`config.mk`:
```
export PLATFORM = sky130hd
export DESIGN_NAME = game_ctrl
export DESIGN_NICKNAME = d
export VERILOG_FILES = /design/src/rtl/game_pkg.sv /design/src/rtl/game_ctrl_btn_sync.sv /design/src/rtl/game_ctrl.sv
export SDC_FILE = /design/constraint.sdc
export NUM_CORES = 1
export LEC_CHECK = 0
export ABC_CLOCK_PERIOD_IN_PS = 2400
export CAP_MARGIN = 5
export CORE_MARGIN = 2
export CORE_UTILIZATION = 26
export CTS_BUF_LIST = sky130_fd_sc_hd__clkbuf_8
export CTS_CLUSTER_DIAMETER = 120
export DETAILED_ROUTE_END_ITERATION = 10
export SYNTH_ARGS = -nofsm -noshare
export SYNTH_HDL_FRONTEND = slang
export SYNTH_SLANG_ARGS = --single-unit
```
`constraint.sdc`:
```
create_clock -name clk1 -period 2.4 [get_ports clk1]
set_input_delay 0.48 -clock clk1 [delete_from_list [all_inputs] [get_ports clk1]]
set_output_delay 0.48 -clock clk1 [all_outputs]
set_load 0.01 [all_outputs]
```
`src/rtl/game_pkg.sv`:
```
// Shared encodings and parameter defaults for the game controller.
package game_pkg;

   localparam int DEF_WIN_SCORE = 7;
   localparam int DEF_SERVE_DLY = 60;

   typedef enum logic [1:0] {
      ST_IDLE  = 2'b00,
      ST_PLAY  = 2'b01,
      ST_SERVE = 2'b10,
      ST_OVER  = 2'b11
   } game_state_e;

   typedef enum logic [1:0] {
      WIN_NONE = 2'b00,
      WIN_P1   = 2'b01,
      WIN_P2   = 2'b10,
      WIN_DRAW = 2'b11
   } winner_e;

   function automatic winner_e win_code(input logic p1_win, input logic p2_win);
      case ({p2_win, p1_win})
         2'b01:   return WIN_P1;
         2'b10:   return WIN_P2;
         2'b11:   return WIN_DRAW;
         default: return WIN_NONE;
      endcase
   endfunction

endpackage

```
`src/rtl/game_ctrl_btn_sync.sv`:
```
// Two-flop synchronizer plus delay flop for the start button; rise is a one-tick pulse.
module btn_sync (
   input  logic clk1,
   input  logic reset,
   input  logic btn,
   output logic rise
);

   logic sync1_q, sync2_q, sync3_q;
   logic sync1_d, sync2_d, sync3_d;

   always_comb begin
      sync1_d = btn;
      sync2_d = sync1_q;
      sync3_d = sync2_q;
   end

   always_ff @(posedge clk1) begin
      if (!reset) begin
         sync1_q <= 1'b0;
         sync2_q <= 1'b0;
         sync3_q <= 1'b0;
      end else begin
         sync1_q <= sync1_d;
         sync2_q <= sync2_d;
         sync3_q <= sync3_d;
      end
   end

   assign rise = sync2_q & ~sync3_q;

endmodule

```
`src/rtl/game_ctrl.sv`:
```
// Game sequencing FSM: IDLE -> PLAY -> SERVE/OVER, with serve freeze countdown and winner latch.
module game_ctrl
   import game_pkg::*;
#(
   parameter int WIN_SCORE = DEF_WIN_SCORE,
   parameter int SERVE_DLY = DEF_SERVE_DLY
) (
   input  logic       clk1,
   input  logic       reset,
   input  logic       start,
   input  logic [3:0] p1s,
   input  logic [3:0] p2s,
   output logic [1:0] game_state,
   output logic [1:0] winner,
   output logic       score_clr_n,
   output logic [9:0] serve_cnt
);

   localparam logic [3:0] WIN_L   = 4'(WIN_SCORE);
   localparam logic [9:0] SERVE_L = 10'(SERVE_DLY);

   game_state_e state_q, state_d;
   winner_e     winner_q, winner_d;
   logic [9:0]  serve_cnt_q, serve_cnt_d;
   logic        score_clr_n_q, score_clr_n_d;
   logic [3:0]  p1s_q, p2s_q;
   logic        start_rise;
   logic        p1_pt, p2_pt, p1_win, p2_win;

   btn_sync u_btn_sync (
      .clk1  (clk1),
      .reset (reset),
      .btn   (start),
      .rise  (start_rise)
   );

   assign p1_pt  = (p1s != p1s_q);
   assign p2_pt  = (p2s != p2s_q);
   assign p1_win = (p1s >= WIN_L);
   assign p2_win = (p2s >= WIN_L);

   always_comb begin
      state_d       = state_q;
      winner_d      = winner_q;
      serve_cnt_d   = serve_cnt_q;
      score_clr_n_d = 1'b1;
      case (state_q)
         ST_IDLE: begin
            if (start_rise) state_d = ST_PLAY;
            else            state_d = ST_IDLE;
         end
         ST_PLAY: begin
            // simultaneous points collapse into one event judged on both scores
            if (p1_pt || p2_pt) begin
               if (p1_win || p2_win) begin
                  state_d  = ST_OVER;
                  winner_d = win_code(p1_win, p2_win);
               end else begin
                  state_d     = ST_SERVE;
                  serve_cnt_d = SERVE_L;
               end
            end else begin
               state_d = ST_PLAY;
            end
         end
         ST_SERVE: begin
            // <= 1 also recovers from a stray zero count
            if (serve_cnt_q <= 10'd1) begin
               state_d     = ST_PLAY;
               serve_cnt_d = 10'd0;
            end else begin
               serve_cnt_d = serve_cnt_q - 10'd1;
            end
         end
         ST_OVER: begin
            if (start_rise) begin
               state_d       = ST_IDLE;
               winner_d      = WIN_NONE;
               score_clr_n_d = 1'b0;
            end else begin
               state_d = ST_OVER;
            end
         end
         default: begin
            state_d     = ST_IDLE;
            winner_d    = WIN_NONE;
            serve_cnt_d = 10'd0;
         end
      endcase
   end

   always_ff @(posedge clk1) begin
      if (!reset) begin
         state_q       <= ST_IDLE;
         winner_q      <= WIN_NONE;
         serve_cnt_q   <= 10'd0;
         score_clr_n_q <= 1'b1;
      end else begin
         state_q       <= state_d;
         winner_q      <= winner_d;
         serve_cnt_q   <= serve_cnt_d;
         score_clr_n_q <= score_clr_n_d;
      end
   end

   // score history follows the inputs every tick, in reset too
   always_ff @(posedge clk1) begin
      p1s_q <= p1s;
      p2s_q <= p2s;
   end

   assign game_state  = state_q;
   assign winner      = winner_q;
   assign serve_cnt   = serve_cnt_q;
   assign score_clr_n = score_clr_n_q;

endmodule

```
* Word level (Yosys, flattened, before mapping) *
Index checks and enable logic that the tools add are counted.
W data, S select, Z words.

word-level totals
  word-level logic and storage cells = 52
  output and inout port bits = 15
  flip-flop bits (word level) = 26
  input bits = 11

operators by class
  equal/unequal tests = 13
  $lt $le $gt $ge = 3
  reductions and logical operators = 8
  mux-type cells = 16
  bitwise gates (word level) = 2
  add/sub/neg operators = 1

operator list
  operator                 count
  $mux W10                 3
  $pmux W10 S2             1
  $mux W2                  6
  $le A10 B1 Y1 const B    1
  $ne A2 B2 Y1 const B     5
  $sub A10 B1 Y10 const B  1
  $eq A2 B2 Y1 const B     4
  $ge A4 B3 Y1 const B     2
  $ne A4 B4 Y1             2
  $pmux W2 S4              1
  $pmux W2 S3              1
  $eq A2 B1 Y1 const B     2
  $pmux W2 S2              1
  $reduce_and A4 Y1        1
  $reduce_bool A2 Y1       2
  $mux W1                  3
  $reduce_and A3 Y1        1
  $logic_not A2 Y1         1
  $logic_or A1 B1 Y1       2
  $reduce_and A2 Y1        1
  $and A1 B1 Y1            1
  $not A1 Y1               1

* Depth between registers and ports, before layout *
  depth in word-level cells = 6
  gate-level depth with buffers = 7
  mapped depth without buffers = 7

* By module *
A second synthesis with hierarchy kept.

second synthesis, totals
  cell total of the unflattened synthesis = 124
  area total of the unflattened synthesis = 1179.9 µm²

by module, submodules not included
  module     area each (µm²)  cells an instance  times used
  game_ctrl  1087.3           117                1
  btn_sync   92.6             7                  1

* Worst setup path after synthesis *
Ideal clock, no wire load.

  path kind = reg-to-reg
  start point = reg serve_cnt_q[0], in the netlist serve_cnt[0]
  end point = reg serve_cnt_q[7], in the netlist serve_cnt[7]
  library setup time = 0.063 ns
  clock period less this slack = 1.911 ns
  buffers on the path = 0
  arrival = 1.848 ns
  data required time = 2.337 ns
  cell stages (with the launch flop) = 7
  path slack = 0.489 ns
  cell sequence = dfxtp_1 -> inv_1 -> ha_1 -> nor2_1 -> o31ai_4 -> or4_1 -> nand3_1

on the way
  word-level cells in the longest chain between the ends = 3
  elaborated cells between the ends (all ways) = 4
  those cells by class = 1 x add/sub; 1 x order compare; 2 x mux

RTL lines
  item                                                     line                              text
  from (decl)                                              game_ctrl.sv:24                   logic [9:0] serve_cnt_q, serve_cnt_d;
  from (signal assigned)                                   game_ctrl.sv:101                  serve_cnt_q <= serve_cnt_d;
  $sub A10 B1 Y10 / $le A10 B1 Y1 (equally long branches)  game_ctrl.sv:72, game_ctrl.sv:68
  $mux W10 *                                               game_ctrl.sv:68                   if (serve_cnt_q <= 10'd1) begin
  $pmux W10 S2 *                                           game_ctrl.sv:47                   case (state_q)

Mark *: on every way between the ends. The rest lies on a longest branch, timed or not.
A chain may end at the register's enable or synchronous reset.

* Final worst setup path *
  start point = reg state_q[0], in the netlist game_state[0]
  end point = out game_state[0]

RTL lines
  item                    line             text
  from (decl)             game_ctrl.sv:22  game_state_e state_q, state_d;
  from (signal assigned)  game_ctrl.sv:99  state_q <= state_d;
  to (decl)               game_ctrl.sv:13  output logic [1:0] game_state,

No word-level cell between the ends.

==> key figures <==
Timing
  – Tcrit/Tclk final: 79.1%
  – Final hold viol count: 0
  – RSZ-0062 raised after global routing: no
  – Hold slack: approximately 0.44 ns
  – Final worst path period need: approximately 1.9 ns
  – Final Setup Violations: 0
  – Slew @ Worst Pin: approximately 0.73 ns
  – Max-slew violations: 0
  – TNS Setup: 0 ns
  – Clk_skew: roughly 0.0028 ns
  – Achievable Freq: 527 MHz
  – Max-slew headroom: 51.1%

Placed design
  – PortBufs: 25
  – Routability congestion estimate: about 0.84
  – Post-DP HPWL: around 2100 µm

Detailed routing
  – Drt pass-1 iters: 6
  – # DRC: 0
  – Initial DRC count: 93
  – DR WL/cell: between 10 and 15 µm
  – Post-DRT Antenna Nets: 0
  – Vias: about 1100
  – Final wirelength: around 2800 µm
  – Vias per inst: around 5.2

Worst hold path
  – Worst min-delay path class: register to register

Yosys
  – Area contributors post-synth: dfxtp_1 43%, xnor2_1 5.8%, nand3_1 4.6%, nand2_1 2.8%, a21oi_1 2.5%
  – Most numerous cell in the Yosys netlist: dfxtp_1
  – FFs w/ async S/R, synth: 0%
  – Largest area contributor in the netlist: dfxtp_1
  – Synthesized cell area: around 0.0012 mm²
  – Synthesis Warnings: 0
  – Ys flop type: dfxtp_1
  – Post-synth net total: 144
  – Synthesized instance count: between 100 and 150
  – Synth top area share: approximately 43%
  – Sequential element share of the synthesized area: between 40 and 50%
  – Synth cell count leaders: 26 x dfxtp_1, 11 x nand3_1, 9 x nand2_1
  – Distinct cells, synth: 39
  – Post-synth EDFFs: 0
  – Post-synthesis register bit count: 26
  – Syn avg cell area: roughly 9.2 µm²

Worst setup path
  – Buf/Inv on CP: 1
  – CP Max Fanout: 11
  – Worst path max stage delay: approximately 0.61 ns
  – Setup Crit Path Kind: register to output pin
  – Setup crit end kind: output pin
  – Slowest-stage cell, CP: clkdlybuf4s50_1
  – CP Launch Type: register
  – Critical path required time: roughly 1.9 ns
  – Critical Path AT: around 1.4 ns
  – Top Family by Delay on Critical Path: buffers and inverters
  – Critical Path, Cell by Cell: clkdlybuf4s50_1

Floorplan
  – Starting density of the core: 27.3%
  – Die Height: between 70 and 80 µm
  – Die X: 72.0 µm
  – Core area: between 0.004 and 0.005 mm²
  – Die area: between 0.005 and 0.006 mm²
  – Core Rows: 24
  – Top-level port count: 26

GRT
  – First-pass GRT wire length: 4970 µm
  – Vias in the first global route: approximately 1100
  – GRT Max-Usage Layer: met2
  – Met3 usage: under 10%
  – Initial antenna violation count: 0
  – GR Overflow Total: 0
  – Largest net degree at the start of global routing: 21
  – Gr usage total: 12.0%
  – M1 GR Usage: ~14%
  – Grt met2 use: 20.2%

Layout
  – Share of layout cells above drive strength 1: ~8.8%
  – Layout area overhead: 33.4%
  – N_diodes: 0
  – Final net count: ~170

Clocking
  – CTS Hold Bufs: 0
  – CTS tree: yes
  – PostCTS Resize Cnt: 0
  – CTS root buffer: clkbuf_8
  – Inserted Clock Buffers: 3
  – Post-CTS Setup Bufs: 0
  – Clock Tree Buf Depth: 2
  – Clock transition at path regs: ~0.090 ns
  – Clock latency on the worst-skew pair: around 0.27 ns
  – H-tree depth: 1
  – Clock sink total: 26

Power
  – LEAKAGE: 0.583 nW
  – Worst vdd ir: between 0.2 and 0.25 mV
  – Pwr per Cell Area: between 600 and 700 mW/mm²

Status
  – Status: finished clean

Job
  – # Max-Cap Violations: 0
[metal layers]
layer,vias up,share of wire [%]
met1,522,43
met3,2,5.3
met5,-,0
li1,539,-
met4,0,0.71
met2,30,51
[cell families (layout without fill, tap and decap cells)]
group / Yosys count / count (layout) / synth area share, %
adders and majority gates: 2 / 2 / 2.08
DFF: 26 / 26 / 43.2
buffers and inverters: 7 / 36 / 2.18
and+or+nand+nor: 53 / 53 / 25.4
AOI/OAI and AO/OA: 33 / 33 / 19.6
xor gates and xnor gates: 8 / 8 / 5.82
muxes: 2 / 2 / 1.66
[state kept, by name, summed over array words and instances, names as in the netlist]
signal / flops
u_btn_sync.sync1_q: 1
score_clr_n: 1
serve_cnt: 10
u_btn_sync.sync2_q: 1
p1s_q: 4
winner: 2
u_btn_sync.sync3_q: 1
p2s_q: 4
game_state: 2
[area by class of cell]
type	count	area (µm²)
well taps	52	65.1
fillers	445	2810
repair buffers	29	280
inverters	3	11.3
clock buffers	3	41.3
clock inverters	1	30.0
flip-flops and latches	26	520
multi-input cells	98	657
[through the flow]
stage | setup WS, ns | cell area [µm²] | util (%) | power, W | instances
final | 0.502 | 1610 | 36.4 | 0.00103 | 212
after floorplan | 0.489 | 1200 | - | 0.000601 | 131
after global routing | 0.310 | 1610 | 36.4 | 0.00109 | 212
after detailed placement | 0.341 | 1530 | 34.8 | 0.000679 | 208
after CTS | 0.482 | 1610 | 36.4 | 0.00105 | 212
after global placement | 0.404 | 1530 | 34.8 | 0.000672 | 208
[path summary, 6_finish.rpt]
path | slack [ns] | start | to | cells past startpoint
max | 0.50 | game_state[0] | game_state[0] | 1
min | 0.44 | u_btn_sync.sync1_q | u_btn_sync.sync2_q | 1
max reg2reg | 0.54 | serve_cnt[0] | serve_cnt[7] | 6
min reg2reg | 0.44 | u_btn_sync.sync1_q | u_btn_sync.sync2_q | 1
[layout by cell type (no fill, tap or decap), types with 2 or more instances in the layout]
cell / n
ha_1: 2
inv_1: 3
o21ai_1: 6
or4_4: 2
nand3_1: 11
clkdlybuf4s50_1: 25
mux2i_1: 2
and2_1: 4
o2111ai_1: 2
clkbuf_8: 3
nand2_1: 9
dfxtp_1: 26
o21bai_1: 2
nand4_1: 4
o22ai_1: 2
buf_4: 4
a21oi_1: 6
xnor2_1: 8
or3_1: 2
nor3_1: 4
o21a_1: 3
a31oi_1: 3
nor2_1: 8
[report_power, final]
part	switching, W	total [W]	internal, W
clock	0.000141	0.000364	0.000223
sequential	0.0000227	0.000475	0.000453
combinational	0.0000982	0.000193	0.0000944
total	0.000262	0.00103	0.000770
Note: power is estimated with default switching activity, not from simulation.
